$ cat config.mk
export PLATFORM = sky130hd
export DESIGN_NAME = aludec_pipe
export DESIGN_NICKNAME = d
export VERILOG_FILES = /design/src/rtl/aludec_pipe.sv
export SDC_FILE = /design/constraint.sdc
export NUM_CORES = 1
export LEC_CHECK = 0
export BUFFER_PORTS_ARGS = -buffer_cell sky130_fd_sc_hd__buf_2
export CORE_MARGIN = 2
export CORE_UTILIZATION = 50
export CTS_BUF_LIST = sky130_fd_sc_hd__clkbuf_8
export DETAILED_ROUTE_END_ITERATION = 7
export PLACE_DENSITY = 0.88
export SLEW_MARGIN = 20
export SYNTH_ARGS = -nofsm -noshare
export SYNTH_HDL_FRONTEND = slang
export SYNTH_SLANG_ARGS = --single-unit
$ cat constraint.sdc
create_clock -name clk -period 1.8 [get_ports clk]
set_clock_uncertainty 0.1 [all_clocks]
set_input_delay 0.36 -clock clk [delete_from_list [all_inputs] [get_ports clk]]
set_output_delay 0.36 -clock clk [all_outputs]
set_load 0.03 [all_outputs]
$ cat src/rtl/aludec_pipe.sv
// ALU-control decoder with an output pipeline register, a valid/ready handshake,
// flush, and an interlock that holds HI/LO-dependent ops while a mul/div is in flight.
module aludec_pipe #(
  parameter int unsigned CTRL_W     = 8,
  parameter int unsigned MUL_CYCLES = 4,
  parameter int unsigned DIV_CYCLES = 32,
  parameter int unsigned TRAP_EN    = 1
) (
  input  logic              clk,
  input  logic              resetn,
  input  logic              in_valid,
  output logic              in_ready,
  input  logic [5:0]        op,
  input  logic [5:0]        funct,
  input  logic              flush,
  output logic              out_valid,
  input  logic              out_ready,
  output logic [CTRL_W-1:0] alucontrol,
  output logic              invalid_instr,
  output logic              md_busy
);

  localparam int unsigned CODE_W = 8;
  localparam int unsigned CNT_W  = 8;

  // ALU operation codes
  localparam logic [CODE_W-1:0] EXE_NOP_OP     = 8'b0000_0000;
  localparam logic [CODE_W-1:0] EXE_AND_OP     = 8'b0010_0100;
  localparam logic [CODE_W-1:0] EXE_OR_OP      = 8'b0010_0101;
  localparam logic [CODE_W-1:0] EXE_XOR_OP     = 8'b0010_0110;
  localparam logic [CODE_W-1:0] EXE_NOR_OP     = 8'b0010_0111;
  localparam logic [CODE_W-1:0] EXE_ANDI_OP    = 8'b0101_1001;
  localparam logic [CODE_W-1:0] EXE_ORI_OP     = 8'b0101_1010;
  localparam logic [CODE_W-1:0] EXE_XORI_OP    = 8'b0101_1011;
  localparam logic [CODE_W-1:0] EXE_LUI_OP     = 8'b0101_1100;
  localparam logic [CODE_W-1:0] EXE_SLL_OP     = 8'b0111_1100;
  localparam logic [CODE_W-1:0] EXE_SLLV_OP    = 8'b0000_0100;
  localparam logic [CODE_W-1:0] EXE_SRL_OP     = 8'b0000_0010;
  localparam logic [CODE_W-1:0] EXE_SRLV_OP    = 8'b0000_0110;
  localparam logic [CODE_W-1:0] EXE_SRA_OP     = 8'b0000_0011;
  localparam logic [CODE_W-1:0] EXE_SRAV_OP    = 8'b0000_0111;
  localparam logic [CODE_W-1:0] EXE_MFHI_OP    = 8'b0001_0000;
  localparam logic [CODE_W-1:0] EXE_MTHI_OP    = 8'b0001_0001;
  localparam logic [CODE_W-1:0] EXE_MFLO_OP    = 8'b0001_0010;
  localparam logic [CODE_W-1:0] EXE_MTLO_OP    = 8'b0001_0011;
  localparam logic [CODE_W-1:0] EXE_SLT_OP     = 8'b0010_1010;
  localparam logic [CODE_W-1:0] EXE_SLTU_OP    = 8'b0010_1011;
  localparam logic [CODE_W-1:0] EXE_SLTI_OP    = 8'b0101_0111;
  localparam logic [CODE_W-1:0] EXE_SLTIU_OP   = 8'b0101_1000;
  localparam logic [CODE_W-1:0] EXE_ADD_OP     = 8'b0010_0000;
  localparam logic [CODE_W-1:0] EXE_ADDU_OP    = 8'b0010_0001;
  localparam logic [CODE_W-1:0] EXE_SUB_OP     = 8'b0010_0010;
  localparam logic [CODE_W-1:0] EXE_SUBU_OP    = 8'b0010_0011;
  localparam logic [CODE_W-1:0] EXE_ADDI_OP    = 8'b0101_0101;
  localparam logic [CODE_W-1:0] EXE_ADDIU_OP   = 8'b0101_0110;
  localparam logic [CODE_W-1:0] EXE_MULT_OP    = 8'b0001_1000;
  localparam logic [CODE_W-1:0] EXE_MULTU_OP   = 8'b0001_1001;
  localparam logic [CODE_W-1:0] EXE_DIV_OP     = 8'b0001_1010;
  localparam logic [CODE_W-1:0] EXE_DIVU_OP    = 8'b0001_1011;
  localparam logic [CODE_W-1:0] EXE_JR_OP      = 8'b0000_1000;
  localparam logic [CODE_W-1:0] EXE_JALR_OP    = 8'b0000_1001;
  localparam logic [CODE_W-1:0] EXE_SYSCALL_OP = 8'b0000_1100;
  localparam logic [CODE_W-1:0] EXE_BREAK_OP   = 8'b0000_1011;
  localparam logic [CODE_W-1:0] FUNCT_INVALID  = 8'b1111_1111;

  localparam logic [5:0] OP_SPECIAL = 6'h00;

  logic [CODE_W-1:0] dec_code;
  logic              dec_inv;
  logic              md_op;
  logic              is_mul;
  logic              hilo_dep;
  logic              accept;
  logic              transfer;

  logic              out_valid_d, out_valid_q;
  logic [CTRL_W-1:0] alucontrol_d, alucontrol_q;
  logic              invalid_d, invalid_q;
  logic [CNT_W-1:0]  cnt_d, cnt_q;

  // Combinational decode of op/funct plus mul/div and HI/LO classification
  always_comb begin
    dec_code = EXE_NOP_OP;
    dec_inv  = 1'b0;
    md_op    = 1'b0;
    is_mul   = 1'b0;
    hilo_dep = 1'b0;
    case (op)
      6'h0C: dec_code = EXE_ANDI_OP;
      6'h0D: dec_code = EXE_ORI_OP;
      6'h0E: dec_code = EXE_XORI_OP;
      6'h0F: dec_code = EXE_LUI_OP;
      6'h08: dec_code = EXE_ADDI_OP;
      6'h09: dec_code = EXE_ADDIU_OP;
      6'h0A: dec_code = EXE_SLTI_OP;
      6'h0B: dec_code = EXE_SLTIU_OP;
      OP_SPECIAL: begin
        case (funct)
          6'h24: dec_code = EXE_AND_OP;
          6'h25: dec_code = EXE_OR_OP;
          6'h26: dec_code = EXE_XOR_OP;
          6'h27: dec_code = EXE_NOR_OP;
          6'h00: dec_code = EXE_SLL_OP;
          6'h02: dec_code = EXE_SRL_OP;
          6'h03: dec_code = EXE_SRA_OP;
          6'h04: dec_code = EXE_SLLV_OP;
          6'h06: dec_code = EXE_SRLV_OP;
          6'h07: dec_code = EXE_SRAV_OP;
          6'h10: begin dec_code = EXE_MFHI_OP; hilo_dep = 1'b1; end
          6'h11: begin dec_code = EXE_MTHI_OP; hilo_dep = 1'b1; end
          6'h12: begin dec_code = EXE_MFLO_OP; hilo_dep = 1'b1; end
          6'h13: begin dec_code = EXE_MTLO_OP; hilo_dep = 1'b1; end
          6'h20: dec_code = EXE_ADD_OP;
          6'h21: dec_code = EXE_ADDU_OP;
          6'h22: dec_code = EXE_SUB_OP;
          6'h23: dec_code = EXE_SUBU_OP;
          6'h2A: dec_code = EXE_SLT_OP;
          6'h2B: dec_code = EXE_SLTU_OP;
          6'h18: begin dec_code = EXE_MULT_OP;  md_op = 1'b1; is_mul = 1'b1; hilo_dep = 1'b1; end
          6'h19: begin dec_code = EXE_MULTU_OP; md_op = 1'b1; is_mul = 1'b1; hilo_dep = 1'b1; end
          6'h1A: begin dec_code = EXE_DIV_OP;   md_op = 1'b1; hilo_dep = 1'b1; end
          6'h1B: begin dec_code = EXE_DIVU_OP;  md_op = 1'b1; hilo_dep = 1'b1; end
          6'h08: dec_code = EXE_JR_OP;
          6'h09: dec_code = EXE_JALR_OP;
          6'h0C: dec_code = EXE_SYSCALL_OP;
          6'h0D: dec_code = EXE_BREAK_OP;
          default: begin
            dec_code = FUNCT_INVALID;
            dec_inv  = (TRAP_EN != 0);
          end
        endcase
      end
      default: dec_code = EXE_NOP_OP;
    endcase
  end

  // Handshake: a HI/LO-dependent op waits while the mul/div counter is nonzero
  always_comb begin
    in_ready = resetn & ~flush & (~out_valid_q | out_ready) & ~(hilo_dep & md_busy);
    accept   = in_valid & in_ready;
    transfer = out_valid_q & out_ready;
  end

  // Next state of the output register and mul/div counter; flush overrides everything
  always_comb begin
    out_valid_d  = out_valid_q;
    alucontrol_d = alucontrol_q;
    invalid_d    = invalid_q;
    cnt_d        = cnt_q;
    if (cnt_q != '0) begin
      cnt_d = cnt_q - CNT_W'(1);
    end
    if (flush) begin
      out_valid_d = 1'b0;
      cnt_d       = '0;
    end else begin
      if (accept) begin
        out_valid_d  = 1'b1;
        alucontrol_d = CTRL_W'(dec_code);
        invalid_d    = dec_inv;
        if (md_op) begin
          cnt_d = is_mul ? CNT_W'(MUL_CYCLES) : CNT_W'(DIV_CYCLES);
        end
      end else if (transfer) begin
        out_valid_d = 1'b0;
      end
    end
  end

  // State registers
  always_ff @(posedge clk or negedge resetn) begin
    if (!resetn) begin
      out_valid_q  <= 1'b0;
      alucontrol_q <= CTRL_W'(EXE_NOP_OP);
      invalid_q    <= 1'b0;
      cnt_q        <= '0;
    end else begin
      out_valid_q  <= out_valid_d;
      alucontrol_q <= alucontrol_d;
      invalid_q    <= invalid_d;
      cnt_q        <= cnt_d;
    end
  end

  assign out_valid     = out_valid_q;
  assign alucontrol    = alucontrol_q;
  assign invalid_instr = invalid_q;
  assign md_busy       = (cnt_q != '0);

endmodule

==> key figures, run 1 <==
Drt
  – Via Count: 1303
  – Vias per cell: 5.95
  – Initial DRC count: 58
  – Aggregate routed wire length: 3500 µm
  – DRC: 0
  – DR WL/cell: 16.0 µm
  – 1st-pass router iterations: 4
  – Final antenna-violating net count: 0

Placed design
  – Gp weighted congestion: 0.938
  – Post-DP HPWL: 2530 µm
  – PortBufs: 28
  – Placed inst area: 0.00157 mm²

Floorplanning
  – Die span in x: 53.5 µm
  – Row Count: 17
  – Die Area: 0.00286 mm²
  – Core area: 0.00225 mm²
  – IO Pins: 29
  – Die H: 53.5 µm
  – Initial Util: 54.3%

Worst setup path
  – Reg2reg path depth: 11
  – Required time of the critical path: 1.34 ns
  – Worst-path maximum fanout: 2
  – Crit path kind: flop to output port
  – CP max stage delay: 0.39 ns
  – CP max-delay cell: dfrtp_1
  – CP Cell Sequence: inv_2, ha_4, nor3b_2, and2_4, nor2_4, nor4bb_4, buf_6
  – Crit path DAT: 1.63 ns
  – Delay-heaviest family, CP: simple AND/OR/NAND/NOR gates
  – WP buf/inv: 2
  – Worst path depth: 7
  – Setup crit start kind: flop
  – Crit end category: output port

Timing
  – Hold Fails Final Rpt: 0
  – Hold WS: 0.349 ns
  – Max frequency: 0.479 GHz
  – PnR worst setup slack: -0.289 ns
  – Final setup violating endpoints: 11
  – Min Clock Period, post-route: 2.09 ns
  – Worst-Margin Slew: 0.407 ns
  – RSZ-0062 raised after global routing: true
  – Crit share post-route: 116%
  – Final Max Tran Viols: 0
  – Worst slew margin: 72.6%

GRT
  – Vias in the first global route: 1202
  – Initial antenna violation count: 0
  – Largest net degree at the start of global routing: 15
  – GRT Util Overall: 25.8%
  – First-pass GRT wire length: 5250 µm
  – Remaining Overflow, GRT: 0

CTS
  – CTS HTree Levels: 1
  – Skew-Pair Late Insertion Delay: 0.26 ns
  – CTS buffer count: 3
  – Clk slew on worst S/H paths: 0.07 ns
  – Root Buffer: clkbuf_8
  – Clk buf depth: 2
  – CTS tree: built
  – Num Clock Sinks: 18

Synth
  – Most numerous cell in the Yosys netlist: dfrtp_1
  – Top cell type's share of synthesized area: 36.8%
  – Synth Register Bits: 18
  – Syn Area/Cell: 8.81 µm²
  – Synth Instances: 139
  – Top FF cell, synth: dfrtp_1
  – Synth top area cells: dfrtp_1, nand2_1, nor2_1
  – Post-synthesis sequential area ratio: 36.8%
  – EDFF count, synth: 0
  – Synthesis warning total: 0
  – Synth Cell Area: 0.00122 mm²
  – Cell taking the most area after synthesis: dfrtp_1
  – Net Count, Synth: 157
  – Post-synth ARST share: 100%
  – Yosys cell types: 49
  – Post-synth top cells: dfrtp_1, nand2_1, nor2_1, a21oi_1, nor3_1

Run
  – Max_cap viols: 0

Pwr
  – Maximum VDD drop: 1.26 mV
  – P_sw: 0.860 mW
  – Leakage dissipation: 0.805 nW
  – Clock share of power: 15.1%
  – Comb pwr share: 59.6%
  – Tot Pwr: 2.22 mW
  – Flop pwr share: 25.3%
  – P_int: 1.36 mW
  – PD cells: 1290 mW/mm²
  – Sw frac: 38.7%

Layout
  – Fill count: 155
  – Area growth from synthesis to layout: 40.4%
  – Fin nets: 210
  – Share of cells above drive strength 1: 42.4%
  – Final instance area: 0.00172 mm²
  – # diodes: 0

Outcome
  – Failing checks: negative setup slack
  – Status: finished with violations

Min path
  – Hold WC Path Type: primary input to flop
  – Min-Delay Path Depth: 3
==> final timing paths <==
path,startpoint,end,slack [ns]
max,cnt_q[1]$_DFF_PN0_,in_ready,-0.29
min,out_ready,out_valid$_DFFE_PN0P_,0.35
max reg2reg,cnt_q[0]$_DFF_PN0_,alucontrol[5]$_DFFE_PN0P_,-0.22
min reg2reg,invalid_instr$_DFFE_PN0P_,invalid_instr$_DFFE_PN0P_,0.38
max in group asynchronous,resetn,out_valid$_DFFE_PN0P_,0.81
min in group asynchronous,resetn,cnt_q[2]$_DFF_PN0_,0.59
==> worst min-delay path, delay by kind of cell <==
kind | cells | cell delay (ns)
buffers and inverters | 1 | 0.07
AND/OR/NAND/NOR | 1 | 0.13
AO/OA/AOI/OAI | 1 | 0.09
==> through the flow <==
stage               setup TNS, ns  util, %  setup slack [ns]  std cells
CTS                        -0.581     72.9            -0.311        214
floorplan                  -0.225        -            -0.225        139
finish                      -1.84     76.3            -0.289        219
global placement          -0.0727     69.4           -0.0727        209
global route                -2.57     76.3            -0.369        219
detailed placement         -0.179     69.4            -0.111        209
==> repair_timing <==
action / in CTS / in global routing
endpoints found under the setup margin: 5 / 12
pin swaps: 3 / 6
resized for setup: 4 / 11
hold buffers: 1 / 0
endpoints found under the hold margin: 18 / 0
buffers inserted: 0 / 5
==> per-layer routing <==
layer  vias up  GRT usage, %  routed length (µm)
li1        608             -                   -
met1       614          32.2                1460
met2        72          43.6                1730
met3         9          2.26                 232
met4         0          13.7                  84
met5         -             0                   0
==> cells in the final DEF (no fill, tap or decap), types with 2 or more instances in the layout <==
| master | count |
|---|---|
| buf_2 | 26 |
| buf_4 | 23 |
| dfrtp_1 | 18 |
| nand2_1 | 16 |
| nor2_1 | 13 |
| a21oi_1 | 9 |
| nor3_1 | 6 |
| nand2b_1 | 4 |
| xor2_1 | 4 |
| o21ai_1 | 4 |
| clkbuf_8 | 4 |
| o31ai_1 | 3 |
| inv_1 | 3 |
| o21ai_0 | 3 |
| buf_6 | 3 |
| inv_2 | 2 |
| and2_4 | 2 |
| nand4b_1 | 2 |
| nor2_4 | 2 |
| a211oi_1 | 2 |
| xnor2_1 | 2 |
| nand3_1 | 2 |
| a221oi_1 | 2 |
| o22a_1 | 2 |
| a31oi_1 | 2 |
| nor4_1 | 2 |
==> area by class of cell <==
class                   instances  area (µm²)  area share, %
multi-input cells             108         771           44.8
flip-flops and latches         18         450           26.2
repair buffers                 55         382           22.2
clock buffers                   4        55.1           3.20
well taps                      28        35.0           2.04
inverters                       6        27.5           1.60
==> sequential cells by signal (all words and copies together), names as in the netlist <==
register / flops
out_valid: 1
alucontrol: 8
cnt_q: 8
invalid_instr: 1
==> cell families (layout without fill, tap and decap cells) <==
logic type                 after synthesis  count (layout)  synth area share, %
and+or+nand+nor                         65              65                 31.2
buffers and inverters                   13              65                 5.52
adders and majority gates                1               1                 1.02
AOI/OAI and AO/OA                       36              36                 21.2
DFF                                     18              18                 36.8
xor gates and xnor gates                 6               6                 4.29
==> power groups by stage <==
stage | sequential [mW] | clock (mW) | combinational [mW]
6_report | 0.562 | 0.335 | 1.32
3_3_place_gp | 0.559 | 0 | 0.974
3_5_place_dp | 0.567 | 0 | 1.02
5_1_grt | 0.572 | 0.358 | 1.40
2_1_floorplan | 0.611 | 0 | 0.635
4_1_cts | 0.559 | 0.335 | 1.06
Power figures use the tool's default switching activity.
==> run 2: changes to the inputs <==
CTS_BUF_LIST = sky130_fd_sc_hd__clkbuf_2 sky130_fd_sc_hd__clkbuf_4 sky130_fd_sc_hd__clkbuf_8   (was sky130_fd_sc_hd__clkbuf_8)
REMOVE_ABC_BUFFERS = 1   (was default)
SLEW_MARGIN = default   (was 20)
==> key figures, run 2 (synthesized netlist as in run 1, its figures left out) <==
GRT
  – Remaining Overflow, GRT: 0 (unchanged)
  – Initial antenna violation count: 0 (unchanged)
  – GRT Util Overall: 26.0% (+0.22 points)
  – Vias in the first global route: 1231 (+2.4%)
  – First-pass GRT wire length: 5300 µm (+0.93%)
  – Largest net degree at the start of global routing: 16 (+1)

Layout
  – Fin nets: 203 (-3.3%)
  – Share of cells above drive strength 1: 37.7% (-4.7 points)
  – Most frequent cells in the layout: buf_2, dfrtp_1, buf_4, nand2_1, nor2_1
  – # diodes: 0 (unchanged)
  – Final instance area: 0.00161 mm² (-6.7%)
  – Area growth from synthesis to layout: 31.1%
  – Most common cell after layout, fill and taps aside: buf_2

Floorplanning
  – Initial Util: 54.3% (unchanged)
  – Die H: 53.5 µm (unchanged)
  – Row Count: 17 (unchanged)
  – Die span in x: 53.5 µm (unchanged)
  – Die Area: 0.00286 mm² (unchanged)
  – Core area: 0.00225 mm² (unchanged)
  – IO Pins: 29 (unchanged)

Pwr
  – Maximum VDD drop: 0.922 mV (-27%)
  – Leakage dissipation: 0.749 nW (-7.0%)
  – PD cells: 1160 mW/mm² (-10%)
  – Tot Pwr: 1.86 mW (-16%)

Outcome
  – Status: finished with violations
  – Failing checks: negative setup slack

Placed design
  – Placed inst area: 0.00150 mm² (-4.2%)
  – Gp weighted congestion: 0.881 (-6.0%)
  – PortBufs: 28 (unchanged)
  – Dpl ws: -0.145 ns (-0.0344 ns)
  – Post-DP HPWL: 2450 µm (-2.8%)

Timing
  – Hold Fails Final Rpt: 0 (unchanged)
  – Final Max Tran Viols: 0 (unchanged)
  – Final setup violating endpoints: 3 (-8)
  – Min Clock Period, post-route: 2.21 ns (+0.116 ns)
  – Crit share post-route: 123% (+6.4 points)
  – Worst-Margin Slew: 0.521 ns (+0.114 ns)
  – Max frequency: 0.453 GHz (-5.3%)
  – Fin Setup TNS: -0.673 ns (+1.17 ns)
  – PnR worst setup slack: -0.406 ns (-0.116 ns)
  – Worst slew margin: 65.2% (-7.4 points)
  – RSZ-0062 raised after global routing: true

Min path
  – Hold WC Path Type: primary input to flop
  – Min-Delay Path Depth: 2 (-1)

CTS
  – Num Clock Sinks: 18 (unchanged)
  – CTS tree: built
  – Root Buffer: clkbuf_4
  – Skew-Pair Late Insertion Delay: 0.29 ns (+0.03 ns)
  – Clk slew on worst S/H paths: 0.10 ns (+0.03 ns)
  – Clk buf depth: 2 (unchanged)
  – CTS HTree Levels: 1 (unchanged)
  – CTS buffer count: 3 (unchanged)

Worst setup path
  – Reg2reg setup slack: 0 ns (+0.22 ns)
  – Required time of the critical path: 1.34 ns (about the same)
  – Worst-path maximum fanout: 2 (unchanged)
  – End of the critical path: in_ready
  – Crit. Startpoint: cnt_q[2]$_DFF_PN0_
  – Reg2reg path depth: 8 (-3)
  – Crit Reg-Reg Endpoint: cnt_q[1]$_DFF_PN0_
  – Crit path kind: flop to output port
  – Setup crit start kind: flop
  – Crit end category: output port
  – Critical R2R Launch: cnt_q[0]$_DFF_PN0_
  – Crit path DAT: 1.75 ns (+0.12 ns)

Drt
  – DR WL/cell: 15.3 µm (-4.4%)
  – DRC: 0 (unchanged)
  – 1st-pass router iterations: 4 (unchanged)
  – Via Count: 1238 (-5.0%)
  – Vias per cell: 5.87 (-1.4%)
  – Final antenna-violating net count: 0 (unchanged)
  – Aggregate routed wire length: 3230 µm (-7.8%)
  – Initial DRC count: 37 (-36%)

Run
  – Max_cap viols: 0 (unchanged)
[run 2: report_power, final]
part,internal (mW),total (mW),switching (mW)
clock network,0.0780,0.199,0.121
logic,0.531,1.10,0.568
registers,0.487,0.561,0.0736
[run 2: how the worst min path moves through the flow]
stage                                     end  startpoint
detailed placement  alucontrol[6]$_DFFE_PN0P_      resetn
global placement    alucontrol[6]$_DFFE_PN0P_      resetn
CTS                     out_valid$_DFFE_PN0P_       flush
floorplan           alucontrol[0]$_DFFE_PN0P_      resetn
global route            out_valid$_DFFE_PN0P_       flush
finish                  out_valid$_DFFE_PN0P_       flush
[run 2: repair_timing]
item | CTS | global route
setup endpoints to repair | 7 | 10
hold buffers | 2 | 0
gates resized for setup | 6 | 8
endpoints found under the hold margin | 18 | 0
buffers inserted | 1 | 2
pin swaps | 4 | 4
cloned | 0 | 0
[run 2: through the flow]
step	cells	hold WS, ns	util [%]
detailed placement	204	0.208	66.5
global route	211	0.222	71.2
CTS	210	0.210	69.8
finish	211	0.213	71.2
global placement	204	0.200	66.5
floorplan	132	-0.0356	-
[run 2: worst max-delay path, cell delays in order, from the launching register on]
cell	delay, ns
dfrtp_1	0.42
nor4_4	0.33
and2_4	0.19
nor2_1	0.04
nor4bb_1	0.27
buf_4	0.21
[run 2: area by class of cell]
class | instances | area [µm²]
multi-input cells | 108 | 743
fillers | 172 | 649
flip-flops and latches | 18 | 450
repair buffers | 48 | 329
well taps | 28 | 35.0
inverters | 6 | 25.0
clock buffers | 3 | 22.5
[run 2: routing by layer]
metal,track usage (%),part of all wire [%]
met5,0,0
met2,51.4,55
met3,3.95,4.3
met4,12.0,2.2
met1,25.8,38
==> run 3: changes to the inputs <==
ABC_AREA = 1   (was default)
PLACE_DENSITY = 0.87   (was 0.88)
==> key figures, run 3 <==
Outcome
  – Status: finished with violations
  – Failing checks: negative setup slack

Synth
  – Post-synth top cells: nand2_1, nor2_1, inv_1, nand3_1, dfrtp_1
  – Post-synth ARST share: 100% (unchanged)
  – Synth Instances: 207 (+49%)
  – Most numerous cell in the Yosys netlist: nand2_1
  – Synth Register Bits: 18 (unchanged)
  – Post-synthesis sequential area ratio: 33.7% (-3.0 points)
  – EDFF count, synth: 0 (unchanged)
  – Syn Area/Cell: 6.45 µm² (-27%)
  – Yosys cell types: 25 (-49%)
  – Synth top area cells: dfrtp_1, nand2_1, nor2_1
  – Synth Cell Area: 0.00134 mm² (+9.0%)
  – Top FF cell, synth: dfrtp_1
  – Top cell type's share of synthesized area: 33.7% (-3.0 points)
  – Synthesis warning total: 0 (unchanged)
  – Cell taking the most area after synthesis: dfrtp_1

Worst setup path
  – Setup crit start kind: flop
  – Crit end category: output port
  – Crit path DAT: 1.57 ns (-0.18 ns)
  – Required time of the critical path: 1.34 ns (about the same)
  – Crit. Startpoint: cnt_q[1]$_DFF_PN0_
  – Critical R2R Launch: cnt_q[1]$_DFF_PN0_
  – Crit path kind: flop to output port
  – Worst-path maximum fanout: 2 (unchanged)

Timing
  – Hold Fails Final Rpt: 0 (unchanged)
  – Max frequency: 0.493 GHz (+8.7%)
  – Crit share post-route: 113% (-9.8 points)
  – Worst slew margin: 79.8% (+15 points)
  – Fin Setup TNS: -0.479 ns (+0.194 ns)
  – PnR worst setup slack: -0.229 ns (+0.177 ns)
  – Min Clock Period, post-route: 2.03 ns (-0.177 ns)
  – RSZ-0062 raised after global routing: true
  – Worst-Margin Slew: 0.302 ns (-0.219 ns)
  – Final Max Tran Viols: 0 (unchanged)
  – Final setup violating endpoints: 5 (+2)

CTS
  – Root Buffer: clkbuf_4
  – Num Clock Sinks: 18 (unchanged)
  – Clk slew on worst S/H paths: 0.10 ns (about the same)
  – CTS HTree Levels: 1 (unchanged)
  – Skew-Pair Late Insertion Delay: 0.29 ns (about the same)
  – CTS buffer count: 3 (unchanged)
  – Clk buf depth: 2 (unchanged)
  – CTS tree: built

Floorplanning
  – Row Count: 18 (+1)
  – Die H: 55.7 µm (+4.1%)
  – Die Area: 0.00310 mm² (+8.3%)
  – Die span in x: 55.7 µm (+4.1%)
  – Initial Util: 53.4% (-0.93 points)
  – IO Pins: 29 (unchanged)
  – Core area: 0.00250 mm² (+11%)

Pwr
  – PD cells: 1060 mW/mm² (-8.6%)
  – Maximum VDD drop: 0.899 mV (-2.4%)
  – Leakage dissipation: 1.08 nW (+45%)

Drt
  – DRC: 0 (unchanged)
  – DR WL/cell: 11.3 µm (-26%)
  – Final antenna-violating net count: 0 (unchanged)
  – 1st-pass router iterations: 5 (+1)
  – Aggregate routed wire length: 3290 µm (+1.8%)
  – Via Count: 1507 (+22%)
  – Initial DRC count: 87 (+140%)
  – Vias per cell: 5.16 (-12%)

GRT
  – Remaining Overflow, GRT: 0 (unchanged)
  – Vias in the first global route: 1397 (+13%)
  – Largest net degree at the start of global routing: 19 (+3)
  – Initial antenna violation count: 0 (unchanged)
  – GRT Util Overall: 21.9% (-4.2 points)
  – First-pass GRT wire length: 5530 µm (+4.4%)

Run
  – Max_cap viols: 0 (unchanged)

Layout
  – Fin nets: 281 (+38%)
  – Most frequent cells in the layout: nand2_1, nor2_1, buf_2, inv_1, buf_4
  – Final instance area: 0.00182 mm² (+13%)
  – Most common cell after layout, fill and taps aside: nand2_1
  – # diodes: 0 (unchanged)
  – Share of cells above drive strength 1: 30.9% (-6.8 points)
  – Area growth from synthesis to layout: 36.3%

Min path
  – Hold WC Path Type: primary input to flop
  – Hold path start: flush

Placed design
  – Gp weighted congestion: 0.951 (+7.9%)
  – PortBufs: 28 (unchanged)
  – Post-DP HPWL: 2400 µm (-2.3%)
  – Placed inst area: 0.00161 mm² (+7.3%)
==> run 3: cell count changes after synthesis, moves of 5 or more <==
| cell | delta |
|---|---|
| a21oi_1 | -5 |
| inv_1 | +23 |
| nor3_1 | -6 |
| nand2_1 | +53 |
| nand3_1 | +19 |
| nand4_1 | +8 |
| nor2_1 | +17 |
==> run 3: kinds of logic (layout without fill, tap and decap cells) <==
logic type                 Yosys count  count (layout)  share of synthesized area, %
adders and majority gates            1               1                         0.937
and+or+nand+nor                    141             141                          48.4
DFF                                 18              18                          33.7
xor gates and xnor gates             3               3                          1.97
buffers and inverters               32              87                          9.56
AOI/OAI and AO/OA                   12              12                          5.44
==> run 3: worst max-delay path, cell delays in order (launching register included) <==
cell and delay [ns]:
dfrtp_1 0.40, inv_2 0.09, ha_4 0.15, inv_4 0.04
nor3_4 0.17, nand3_4 0.12, nand2_4 0.08, nand2_2 0.04
inv_2 0.06, buf_6 0.12
==> run 3: final timing paths <==
path,to,slack [ns],cells after the start
max,in_ready,-0.23,9
min,cnt_q[2]$_DFF_PN0_,0.17,2
max reg2reg,alucontrol[5]$_DFFE_PN0P_,-0.03,12
min reg2reg,alucontrol[7]$_DFFE_PN0P_,0.38,2
max in group asynchronous,alucontrol[2]$_DFFE_PN0P_,0.95,3
min in group asynchronous,cnt_q[3]$_DFF_PN0_,0.46,3
==> run 3: timing repair <==
item | 4_1_cts | 5_1_grt
buffers inserted | 3 | 7
gates cloned | 0 | 0
pin swaps | 2 | 5
hold buffers | 1 | 0
setup endpoints to repair | 3 | 17
gates resized for setup | 15 | 16
hold endpoints to repair | 18 | 0
==> run 3: final cells by class <==
class / instances / area [µm²]
Fill cell: 205 / 681
Sequential cell: 18 / 450
Multi-Input combinational cell: 157 / 816
Tap cell: 30 / 37.5
Inverter: 30 / 118
Timing Repair Buffer: 53 / 362
Clock buffer: 4 / 36.3
==> run 3: through the flow <==
step	power [mW]	utilization, %	hold WS (ns)	worst slack [ns]	instances
2_1_floorplan	1.09	-	-0.0356	-0.0886	205
3_3_place_gp	1.31	64.4	0.237	0.0180	278
3_5_place_dp	1.33	64.4	0.239	-0.0281	278
4_1_cts	1.74	69.1	0.161	-0.268	286
5_1_grt	2.08	72.8	0.170	-0.327	292
6_report	1.92	72.8	0.173	-0.229	292
==> run 3: layer usage <==
layer	track usage [%]	part of all wire, %	wire length (µm)	vias to the layer above
met5	0	0	0	-
met1	25.7	43	1420	686
met2	38.6	51	1660	45
li1	-	-	-	768
met4	7.32	1.7	56	0
met3	5.35	4.4	146	8
==> run 3: report_power, final <==
group,internal [mW],leakage [nW],switching (mW)
clock,0.123,0.0210,0.121
sequential,0.479,0.242,0.0633
combinational,0.528,0.820,0.610
